$ cat src/rtl/bcd_updown_counter.sv
// bcd_updown_counter: prescaled multi-digit BCD up/down counter with load, wrap carry and 7-seg decode.
// Define BCD_LZ_BLANK_EN to blank leading zero digits (digit 0 always shown).
module bcd_updown_counter #(
   parameter int DIGITS    = 2,
   parameter int DIV_N     = 12000000,
   parameter int DIV_WIDTH = 32
) (
   input  logic                  clk,
   input  logic                  rst_n,
   input  logic                  en,
   input  logic                  up_dn,
   input  logic                  load,
   input  logic [4*DIGITS-1:0]   load_val,
   output logic [4*DIGITS-1:0]   bcd,
   output logic [9*DIGITS-1:0]   seg_led,
   output logic                  tick,
   output logic                  carry
);
`ifdef BCD_LZ_BLANK_EN
   localparam bit LZ_BLANK = 1'b1;
`else
   localparam bit LZ_BLANK = 1'b0;
`endif
   logic [DIV_WIDTH-1:0] pre_q, pre_d;
   logic [4*DIGITS-1:0]  bcd_q, bcd_d;
   logic                 tick_q, tick_d, carry_q, carry_d;
   logic                 step, chain, zero_above;
   logic [3:0]           dig, lv, nxt;

   function automatic logic [6:0] seg7(input logic [3:0] d);
      case (d)
         4'd0: return 7'h3F;
         4'd1: return 7'h06;
         4'd2: return 7'h5B;
         4'd3: return 7'h4F;
         4'd4: return 7'h66;
         4'd5: return 7'h6D;
         4'd6: return 7'h7D;
         4'd7: return 7'h07;
         4'd8: return 7'h7F;
         4'd9: return 7'h6F;
         default: return 7'h00;
      endcase
   endfunction

   assign step = en && (pre_q == DIV_WIDTH'(DIV_N - 1));

   always_comb begin
      bcd_d = bcd_q;
      chain = 1'b1;
      dig   = '0;
      lv    = '0;
      nxt   = '0;
      // chain stays high while every lower digit rolls over; at the top it flags a full wrap
      for (int i = 0; i < DIGITS; i++) begin
         dig = bcd_q[4*i+:4];
         lv  = load_val[4*i+:4];
         nxt = up_dn ? (dig == 4'd9 ? 4'd0 : dig + 4'd1) : (dig == 4'd0 ? 4'd9 : dig - 4'd1);
         if (load) bcd_d[4*i+:4] = lv > 4'd9 ? 4'd9 : lv;
         else if (step && chain) bcd_d[4*i+:4] = nxt;
         chain = chain & (up_dn ? dig == 4'd9 : dig == 4'd0);
      end
      pre_d   = (load || step) ? '0 : en ? pre_q + 1'b1 : pre_q;
      tick_d  = step && !load;
      carry_d = step && !load && chain;
   end

   always_ff @(posedge clk or negedge rst_n) begin
      if (!rst_n) begin
         pre_q   <= '0;
         bcd_q   <= '0;
         tick_q  <= 1'b0;
         carry_q <= 1'b0;
      end else begin
         pre_q   <= pre_d;
         bcd_q   <= bcd_d;
         tick_q  <= tick_d;
         carry_q <= carry_d;
      end
   end

   always_comb begin
      seg_led    = '0;
      zero_above = 1'b1;
      for (int i = DIGITS - 1; i >= 0; i--) begin
         zero_above = zero_above & (bcd_q[4*i+:4] == 4'd0);
         seg_led[9*i+:9] = (LZ_BLANK && zero_above && i != 0) ? 9'h000 : {2'b00, seg7(bcd_q[4*i+:4])};
      end
   end

   assign bcd   = bcd_q;
   assign tick  = tick_q;
   assign carry = carry_q;
endmodule

$ cat config.mk
export PLATFORM = sky130hd
export DESIGN_NAME = bcd_updown_counter
export DESIGN_NICKNAME = d
export VERILOG_FILES = /design/src/rtl/bcd_updown_counter.sv
export SDC_FILE = /design/constraint.sdc
export NUM_CORES = 1
export LEC_CHECK = 0
export ABC_AREA = 1
export CAP_MARGIN = 20
export CORE_MARGIN = 5
export CORE_UTILIZATION = 56
export CTS_BUF_LIST = sky130_fd_sc_hd__clkbuf_8 sky130_fd_sc_hd__clkbuf_16
export CTS_CLUSTER_DIAMETER = 200
export DETAILED_ROUTE_END_ITERATION = 10
export GPL_TIMING_DRIVEN = 0
export PLACE_DENSITY_LB_ADDON = 0.25
export SYNTH_ARGS = -nofsm -noshare
export SYNTH_HDL_FRONTEND = slang
export SYNTH_SLANG_ARGS = --single-unit
$ cat constraint.sdc
create_clock -name clk -period 2.4 [get_ports clk]
set_clock_uncertainty 0.2 [all_clocks]
set_input_delay 0.48 -clock clk [delete_from_list [all_inputs] [get_ports clk]]
set_output_delay 0.48 -clock clk [all_outputs]
set_load 0.02 [all_outputs]
==> metrics list <==
* Area of the mapped netlist: 3250 µm²
- Transition at the pin with the smallest max-transition slack: 0.527 ns
* CP Capture Type: output pin
- After layout, the minimum clock period comes to 2.35 ns.
* Syn Inst Count: 498
- Worst relative slew slack: 0.648
- In this run the deepest clock path goes through 2 buffers.
* Vias after detailed routing: 3310
- The max-slew violation count was 0.
* Netlist cell types: 35
* Area post-placement: 3730 µm²
- Reg-to-reg critical path startpoint: pre_q[0]$_DFFE_PN0P_
- R2R depth: 11
- The count of nets left with antenna violations once routing finished came out at 0.
- Detailed-placement wirelength estimate: 6090 µm
* Final setup violating endpoints: 0
* Xor and xnor fraction of the mapped netlist area: 0.0296
- After filler insertion, the fill cell instance count of the layout stands at 486.
* Global Route Usage Sum: 0.225
* DRC violation total after the first TritonRoute iteration: 141
- Sum of routed wire length over all layers: 8140 µm
- The analysis attributes to cell leakage a power of 1.85 nW.
- In this run the horizontal extent of the chip is 86.2 µm.
- Yosys reg bits: 42
* Initial DRT Pass Iterations: 5
- In this run the worst path has a maximum fanout of 9.
- The portion of synthesized area spent on multiplexers is 0.
- Summed area of non-filler cells in the final layout: 3910 µm²
* Share of synthesized area occupied by flip-flops and latches: 0.323
* Clock network latency to the later pin of the worst-skew pair: 0.30 ns
* CTS H-tree depth: 2
* Worst Setup Start Kind: flop
- The worst register-to-register path ends at pre_q[0]$_DFFE_PN0P_.
* Largest cells by area after synthesis: dfrtp_1 (32%), nand2_1 (17%), nor2_1 (9.2%), inv_1 (6.8%), nand3_1 (6.6%)
- The core region is 5570 µm².
- Entering global routing, the biggest net connects 23 pins.
* Synthesized area divided by synthesized cell count: 6.53 µm²
* Post-synth top flop: dfrtp_1
- The top cell types in the final layout, fill and taps aside, are nand2_1 (145), nor2_1 (77), inv_1 (57).
- Wire per inst: 13.0 µm
- Yosys printed 0 warnings.
- Class of the tightest hold or removal check: reg -> reg
- Clock tree synthesis found a total of 42 sinks.
- Post-route clock period utilization: 0.980
- The congestion estimate from routability-driven global placement came to 0.902.
- For this run, the top clock speed supported by timing is 425 MHz.
* Category of the most critical setup path: reg -> out
- Via-to-Cell Ratio: 5.30
- The net count of the finished layout is 581.
- Reg clk slew, reported paths: 0.08 ns
* Max-cap check violation count: 0
- Power consumption: 1.99 mW
* Vias in the first global route: 3183
- TritonCTS built the clock tree.
* Simple-gate share of the synthesized area: 0.423
- STA puts the critical path data required time at 1.72 ns.
* Area share of the leading cell type in the synthesized netlist: 0.323
* Destination of the critical timing path: seg_led[1]
- Floorplan row count: 27
- The critical path starts at bcd[3]$_DFFE_PN0P_.
* Most common library cell in the layout ignoring fill and taps: nand2_1
- In this run the count of I/O pins placed on the die edge is 41.
* Arr. time, crit path: 1.67 ns
- Number of antenna violations at the first check in global routing: 0
- Counting flops with a built-in enable in the synthesized netlist gives 0.
* Async SR Flop Fraction: 1.00
- Run status: finished, final reports clean
- Total grt overflow: 0
- The initial utilization of the core area, before any placement, comes to 0.584.
- dfrtp_1 takes more of the synthesized area than any other cell.
- Number of endpoints with negative hold slack in the final report: 0
- DRC Markers: 0
- The repair_antennas step left the layout with diodes totalling 0.
- Post-synthesis compound-gate area fraction: 0.0627
* Proportion of layout cells with a drive suffix above 1: 0.134
- Of the total synthesized cell area, the portion taken by full adders, half adders and majority gates is 0.0615.
- The first global-routing pass estimated 13700 µm of wire.
- The floorplan step defined a die boundary enclosing 7440 µm².
- By area, the combinational part of the netlist is dominated by simple AND/OR/NAND/NOR gates.
* Number of port buffers: 35
- Clock tree synthesis selected as its root buffer the cell clkbuf_8.
- Worst VDD drop: 0.345 mV
- Launch point of the worst hold path: pre_q[0]$_DFFE_PN0P_
* Die Ht: 86.2 µm
- On the final layout, the worst hold slack is 0.365 ns.
* Area delta synth->final: 20.2%
- Dividing total power by cell area gives a power density of 508 nW/µm².
* CTS buffer count: 5
* Slack of the worst reg-to-reg path: 0.29 ns
[logic make-up after synthesis]
group | after synthesis
xor gates and xnor gates | 11
DFF | 42
and+or+nand+nor | 317
AOI/OAI and AO/OA | 36
adders and majority gates | 16
buffers and inverters | 75
other | 1
[cells in the mapped netlist (all sizes together), types with 2 or more instances]
library cell / instances
nand4: 12
o22ai: 2
nor3: 16
buf: 12
or2: 2
dfrtp: 42
o31ai: 2
nand3: 45
a21oi: 10
o21ai: 17
xor2: 7
xnor2: 4
inv: 60
nor2: 90
nand2: 151
ha: 16
clkbuf: 3
[cell type report]
type,count,area [µm²],area share
multi-input cells,384,1940,0.497
flip-flops and latches,42,1060,0.270
repair buffers,44,398,0.102
inverters,60,228,0.0582
plain buffers,15,104,0.0266
well taps,72,90.1,0.0230
clock buffers,6,82.6,0.0211
clock inverters,2,8.76,0.00224
[timing repair]
item / in CTS / in global routing
hold buffers: 1 / 0
gates resized for setup: 50 / 14
pin swaps: 0 / 1
endpoints found under the hold margin: 20 / 0
endpoints found under the setup margin: 14 / 10
setup buffers: 7 / 0
gates cloned: 0 / 0
[worst max-delay path: stages, from the launching register on]
cell and delay, ns:
dfrtp_1 0.35, buf_2 0.23, inv_1 0.13, nor2_1 0.27, a21oi_1 0.07, dlygate4sd2_1 0.33
[power breakdown]
group          total [mW]  internal, mW  switching [mW]  leakage, nW
clock               0.469         0.228           0.241       0.0524
combinational       0.757         0.297           0.460         1.23
sequential          0.762         0.732          0.0298        0.569
total                1.99          1.26           0.730         1.85
[through the flow]
stage          TNS (ns)  cells  setup WS, ns   util
2_1_floorplan         0    501        0.0912      -
3_3_place_gp     -20.02    608        -0.452  0.665
3_5_place_dp      -1.61    609        -0.278  0.669
4_1_cts               0    625       0.00784  0.696
5_1_grt         -0.0327    625       -0.0233  0.702
6_report              0    625        0.0471  0.702
[state kept, by name, summed over array words and instances, names as in the netlist]
register  count
tick          1
bcd           8
pre_q        32
carry         1
[routing by layer]
| layer | part of all wire | routed length, µm | vias up | GRT usage |
|---|---|---|---|---|
| li1 | - | - | 1678 | - |
| met2 | 0.48 | 3940 | 105 | 0.398 |
| met4 | 0.025 | 205 | 0 | 0.0935 |
| met1 | 0.42 | 3460 | 1503 | 0.274 |
| met5 | 0 | 0 | - | 0 |
| met3 | 0.065 | 531 | 24 | 0.0314 |
[worst min path at each step]
| stage | to | slack, ns | cells after the start |
|---|---|---|---|
| global route | pre_q[31]$_DFFE_PN0P_ | 0.40 | 2 |
| detailed placement | pre_q[3]$_DFFE_PN0P_ | 0.29 | 1 |
| finish | pre_q[0]$_DFFE_PN0P_ | 0.36 | 2 |
| global placement | pre_q[31]$_DFFE_PN0P_ | 0.32 | 2 |
| CTS | pre_q[0]$_DFFE_PN0P_ | 0.35 | 2 |
| floorplan | bcd[0]$_DFFE_PN0P_ | -0.02 | 0 |
(Power assumes the default switching activity.)
